[config.mk]
export PLATFORM = sky130hd
export DESIGN_NAME = hdmi_timing_gen
export DESIGN_NICKNAME = d
export VERILOG_FILES = /design/src/rtl/hdmi_timing_gen.sv
export SDC_FILE = /design/constraint.sdc
export NUM_CORES = 1
export LEC_CHECK = 0
export BUFFER_PORTS_ARGS = -buffer_cell sky130_fd_sc_hd__buf_2
export CAP_MARGIN = 20
export CORE_AREA = 3 3 92 94
export CTS_BUF_LIST = sky130_fd_sc_hd__clkbuf_8
export CTS_CLUSTER_DIAMETER = 150
export DETAILED_ROUTE_END_ITERATION = 6
export DIE_AREA = 0 0 95 97
export HOLD_SLACK_MARGIN = 0.05
export PLACE_DENSITY = 0.72
export SKIP_LAST_GASP = 1
export SLEW_MARGIN = 20
export SYNTH_ARGS = -nofsm -noshare
export SYNTH_HDL_FRONTEND = slang
export SYNTH_SLANG_ARGS = --single-unit
[constraint.sdc]
create_clock -name clk_in -period 3.4 [get_ports clk_in]
set_input_delay 0.17 -clock clk_in [delete_from_list [all_inputs] [get_ports clk_in]]
set_output_delay 0.17 -clock clk_in [all_outputs]
set_load 0.02 [all_outputs]
[src/rtl/hdmi_timing_gen.sv]
// HDMI sync/DE generator with two compile-time video modes, run/stop control,
// active-area pixel coordinates and a PIPE_DLY-deep sync/DE pipeline.
module hdmi_timing_gen #(
  parameter int unsigned CW       = 12,
  parameter int unsigned PIPE_DLY = 1,
  parameter bit          HS_POL   = 1'b1,
  parameter bit          VS_POL   = 1'b1,
  parameter int unsigned A_HSYNC  = 40,
  parameter int unsigned A_HBP    = 220,
  parameter int unsigned A_HACT   = 1280,
  parameter int unsigned A_HFP    = 110,
  parameter int unsigned A_VSYNC  = 5,
  parameter int unsigned A_VBP    = 20,
  parameter int unsigned A_VACT   = 720,
  parameter int unsigned A_VFP    = 5,
  parameter int unsigned B_HSYNC  = 44,
  parameter int unsigned B_HBP    = 148,
  parameter int unsigned B_HACT   = 1920,
  parameter int unsigned B_HFP    = 88,
  parameter int unsigned B_VSYNC  = 5,
  parameter int unsigned B_VBP    = 36,
  parameter int unsigned B_VACT   = 1080,
  parameter int unsigned B_VFP    = 4
) (
  input  logic          clk_in,
  input  logic          reset_n,
  input  logic          en,
  input  logic          mode_sel,
  output logic          mode_cur,
  output logic          running,
  output logic [CW-1:0] loc_x,
  output logic [CW-1:0] loc_y,
  output logic          loc_valid,
  output logic          hdmi_hsync,
  output logic          hdmi_vsync,
  output logic          hdmi_de,
  output logic          frame_start,
  output logic          line_start
);

  localparam int unsigned A_HTOT = A_HSYNC + A_HBP + A_HACT + A_HFP;
  localparam int unsigned A_VTOT = A_VSYNC + A_VBP + A_VACT + A_VFP;
  localparam int unsigned B_HTOT = B_HSYNC + B_HBP + B_HACT + B_HFP;
  localparam int unsigned B_VTOT = B_VSYNC + B_VBP + B_VACT + B_VFP;
  localparam int unsigned CNT_LIM = 1 << CW;

  if (B_HTOT >= CNT_LIM || B_VTOT >= CNT_LIM || A_HTOT >= CNT_LIM || A_VTOT >= CNT_LIM) begin : g_width_chk
    $error("hdmi_timing_gen: timing totals do not fit in CW bits");
  end
  if (PIPE_DLY > 7) begin : g_dly_chk
    $error("hdmi_timing_gen: PIPE_DLY must be 0..7");
  end

  // Pipeline payload order: {frame_start, line_start, de, vsync, hsync}
  localparam logic [4:0] PIPE_RST = {3'b000, ~VS_POL, ~HS_POL};

  logic          r_mode_cur;
  logic          r_running;
  logic [CW-1:0] r_h_cnt;
  logic [CW-1:0] r_v_cnt;
  logic [CW-1:0] r_loc_x;
  logic [CW-1:0] r_loc_y;
  logic          r_loc_valid;
  logic [4:0]    r_stage1;

  logic [CW-1:0] w_htot_m1, w_hsync, w_hstart, w_hend;
  logic [CW-1:0] w_vtot_m1, w_vsync, w_vstart, w_vend;
  logic          w_h_last, w_v_last, w_bound;
  logic          w_valid, w_hs, w_vs, w_ls, w_fs;
  logic [4:0]    w_out;

  // Per-mode timing constants, selected by the mode currently generated
  always_comb begin
    w_htot_m1 = CW'(A_HTOT - 1);
    w_hsync   = CW'(A_HSYNC);
    w_hstart  = CW'(A_HSYNC + A_HBP);
    w_hend    = CW'(A_HSYNC + A_HBP + A_HACT);
    w_vtot_m1 = CW'(A_VTOT - 1);
    w_vsync   = CW'(A_VSYNC);
    w_vstart  = CW'(A_VSYNC + A_VBP);
    w_vend    = CW'(A_VSYNC + A_VBP + A_VACT);
    if (r_mode_cur) begin
      w_htot_m1 = CW'(B_HTOT - 1);
      w_hsync   = CW'(B_HSYNC);
      w_hstart  = CW'(B_HSYNC + B_HBP);
      w_hend    = CW'(B_HSYNC + B_HBP + B_HACT);
      w_vtot_m1 = CW'(B_VTOT - 1);
      w_vsync   = CW'(B_VSYNC);
      w_vstart  = CW'(B_VSYNC + B_VBP);
      w_vend    = CW'(B_VSYNC + B_VBP + B_VACT);
    end
  end

  assign w_h_last = (r_h_cnt == w_htot_m1);
  assign w_v_last = (r_v_cnt == w_vtot_m1);
  // Every stopped cycle is a boundary, so a start takes effect on the next edge
  assign w_bound  = !r_running || (w_h_last && w_v_last);

  always_ff @(posedge clk_in or negedge reset_n) begin
    if (!reset_n) begin
      r_mode_cur <= 1'b0;
      r_running  <= 1'b0;
      r_h_cnt    <= '0;
      r_v_cnt    <= '0;
    end else if (w_bound) begin
      r_mode_cur <= mode_sel;
      r_running  <= en;
      r_h_cnt    <= '0;
      r_v_cnt    <= '0;
    end else if (w_h_last) begin
      r_h_cnt    <= '0;
      r_v_cnt    <= r_v_cnt + CW'(1);
    end else begin
      r_h_cnt    <= r_h_cnt + CW'(1);
    end
  end

  assign w_valid = r_running && (r_h_cnt >= w_hstart) && (r_h_cnt < w_hend)
                             && (r_v_cnt >= w_vstart) && (r_v_cnt < w_vend);
  assign w_hs    = (r_running && (r_h_cnt < w_hsync)) ? HS_POL : ~HS_POL;
  assign w_vs    = (r_running && (r_v_cnt < w_vsync)) ? VS_POL : ~VS_POL;
  assign w_ls    = r_running && (r_h_cnt == '0);
  assign w_fs    = w_ls && (r_v_cnt == '0);

  always_ff @(posedge clk_in or negedge reset_n) begin
    if (!reset_n) begin
      r_loc_valid <= 1'b0;
      r_loc_x     <= '0;
      r_loc_y     <= '0;
      r_stage1    <= PIPE_RST;
    end else begin
      r_loc_valid <= w_valid;
      r_loc_x     <= w_valid ? (r_h_cnt - w_hstart) : '0;
      r_loc_y     <= w_valid ? (r_v_cnt - w_vstart) : '0;
      r_stage1    <= {w_fs, w_ls, w_valid, w_vs, w_hs};
    end
  end

  // Extra delay so a PIPE_DLY-latency pixel source lines up with DE
  if (PIPE_DLY == 0) begin : g_nodly
    assign w_out = r_stage1;
  end else begin : g_dly
    logic [4:0] r_dly [PIPE_DLY];
    always_ff @(posedge clk_in or negedge reset_n) begin
      if (!reset_n) begin
        for (int i = 0; i < int'(PIPE_DLY); i++) r_dly[i] <= PIPE_RST;
      end else begin
        r_dly[0] <= r_stage1;
        for (int i = 1; i < int'(PIPE_DLY); i++) r_dly[i] <= r_dly[i-1];
      end
    end
    assign w_out = r_dly[PIPE_DLY-1];
  end

  assign mode_cur  = r_mode_cur;
  assign running   = r_running;
  assign loc_x     = r_loc_x;
  assign loc_y     = r_loc_y;
  assign loc_valid = r_loc_valid;
  assign {frame_start, line_start, hdmi_de, hdmi_vsync, hdmi_hsync} = w_out;

endmodule

==> metrics <==
status completed; Lkg Pwr 0.001839 uW; Area Overhead vs Synth 14.15%; I/O Pins 36; crit-path cells inv_1 > ha_1 > ha_1 > or3b_4 > nand2_1 > a31oi_1 > a311o_1 > buf_4 > nor4b_2; top cells by area, synth dfrtp_1 (44%), ha_1 (7.7%), nor3_2 (5.3%), xor2_1 (4.1%), nor2_1 (3.0%); register area share after synthesis 43.99%; kind of critical path reg -> reg; Syn. warnings 0; Post-Layout Inst Area 3896 sq um; vias in the first global route 2543; Detail Placement HPWL 5.203 mm; Row Count 32; Final nets 390; crit path launch mode_cur; GP Congestion 0.8589; Post-synth EDFFs 0; Synth Area in Compound Gates 10.12%; mapped cell area 3413 sq um; endpoints failing hold 0; Syn Nets 354; die height 97 um; register bit total from synthesis 60; slowest stage cell on the critical path or3b_4; setup TNS 0 ns; Multi-input gate area 1769 sq um; post-synthesis simple-gate area fraction 27.27%; worst hold path depth 2; mux cell area share after synthesis 0.3299%; most frequent cells in the layout dfrtp_1 (60), buf_2 (35), nor2_1 (27), ha_1 (21); CP startpoint kind flip-flop; PwrDens 379.5 nW/um^2; core area 7727 sq um; worst path bufs/invs 2; Synth area leader dfrtp_1; Crit path required time 3.65 ns; CTS Buf Count 9; critical path arrival 2.90 ns; max-cap viol count 0; share of cells above drive strength 1 22.97%; WL per Instance 15.42 um; fin crit share 77.92%; critical path capture point type flip-flop; ANT nets after route 0; Levels on crit path 9; clock slew seen by the registers of the worst setup and hold paths 0.06 ns; placed cells 454; All-Layer GR Usage 17.35%; synth unique cells 54; Filler cells 698; DRT Wirelength 7.278 mm; largest net degree at the start of global routing 32; RSZ-0062 raised after global routing no; Slew Limit Fails 0; worst relative slew slack 56.15%; initial antenna violation count 0; Worst-Margin Slew 0.6578 ns; HP Class in -> reg; Post-Layout Cell Count 472; first-pass GRT wire length 12.50 mm; RR Startpoint mode_cur; largest family of logic cells by synthesized area simple AND/OR/NAND/NOR gates; drc violations 0; top-area cell type share of the netlist area 43.99%; Max Fanout on Critical Path 22; 1st-iter DRT viols 164; post-layout minimum cycle time 2.649 ns; most used flip-flop cell after synthesis dfrtp_1; Peak VDD IR 0.1757 mV; crit-path leading delay family simple AND/OR/NAND/NOR gates; post-synthesis adder-cell area fraction 7.698%; grt ovf 0; H-tree levels 3; setup bufs post-CTS 0; final worst clock skew 0.009452 ns; Die ar. 9215 sq um; detailed-route vias per instance 5.564; clk_lat worst skew 0.35 ns; Placed Instance Area 3645 sq um; Reg-to-Reg End loc_x[6]; CTS tree built; Mapped Cells 329; largest buffer count on any clock path 2; Most common cell on crit path ha_1; critical path's largest stage delay 0.41 ns; Reg2Reg Depth 9; register cell area after layout 1501 sq um; Die Wd 95 um; Ant. Diodes 0; final setup fails 0; Initial Util 44.17%; DRT Pass-1 Iters 4; reg2reg setup slack 0.75 ns; asr flop ratio synth 100.0%; Hold WS 0.07609 ns; commonest non-fill, non-tap cell in the layout dfrtp_1; vias 2626; I/O Buffers 35; total clock sinks 60; total power 1479 uW; Worst Setup EP loc_x[6]; syn avg cell area 10.37 sq um; clock tree root driver cell clkbuf_8; fmax 377.5 MHz; XOR/XNOR Fraction of Synth Area 6.415%
power breakdown:
group	internal (uW)	switching (uW)	total (uW)
sequential	714	0	714
combinational	3.59	14.0	17.6
clock	478	269	747
total	1200	283	1480
metrics by stage:
step,utilization [%],setup WS [ns]
final,50.42,0.7507
after global routing,50.42,0.6062
after CTS,50.42,0.7415
after detailed placement,47.17,0.7522
after global placement,47.17,0.8735
after floorplan,-,0.8443
sequential cells by signal, indices dropped and copies added, names as in the netlist:
| name | count |
|---|---|
| r_h_cnt | 12 |
| running | 1 |
| loc_x | 12 |
| mode_cur | 1 |
| g_dly.r_dly | 5 |
| r_stage1 | 5 |
| loc_y | 12 |
| r_v_cnt | 12 |
synthesized netlist by cell type, types with 6 or more instances:
| cell type | number |
|---|---|
| clkbuf_1 | 8 |
| xnor2_1 | 9 |
| and3_1 | 8 |
| nand2_1 | 18 |
| o21ai_0 | 9 |
| a21oi_1 | 16 |
| ha_1 | 21 |
| nor3_1 | 7 |
| dfrtp_1 | 60 |
| nor2_1 | 27 |
| nand3_1 | 13 |
| nand4_1 | 6 |
| nor3_2 | 18 |
| o211ai_1 | 7 |
| xor2_1 | 16 |
| inv_1 | 8 |
timing repair:
| action | 4_1_cts | 5_1_grt |
|---|---|---|
| hold endpoints to repair | 31 | 0 |
| hold buffers | 2 | 0 |
| resized for setup | 0 | 0 |
worst min-delay path by stage:
stage	startpoint	endpoint
after floorplan	reset_n	g_dly.r_dly[0]
after global placement	reset_n	loc_x[4]
after detailed placement	reset_n	loc_x[4]
after CTS	mode_sel	mode_cur
after global routing	mode_sel	mode_cur
final	mode_sel	mode_cur
kinds of logic after synthesis:
kind of cell    Yosys count
flops                    60
xor+xnor                 25
buf+inv                  26
compound gates           54
mux                       1
simple gates            142
fa+ha+maj                21
final cells by class:
type | instances | area share [%]
clock inverter | 7 | 2.762
tap | 102 | 3.276
multi-input combinational | 243 | 45.41
timing repair buffer | 42 | 5.973
inverter | 9 | 0.8671
clock buffer | 9 | 3.179
sequential | 60 | 38.54
worst reg2reg max path: stages (launching register included):
cell	delay, ns
dfrtp_1	0.38
inv_1	0.18
ha_1	0.24
ha_1	0.21
or3b_4	0.41
nand2_1	0.10
a31oi_1	0.08
a311o_1	0.41
buf_4	0.27
nor4b_2	0.27
layer usage:
metal	global-route usage (%)	up-vias	part of all wire, %
met5	0	-	0
li1	-	1263	-
met2	24.89	76	47
met3	3.810	20	5.1
met1	23.61	1267	45
met4	10.43	0	3.3
Note: power is estimated with default switching activity, not from simulation.
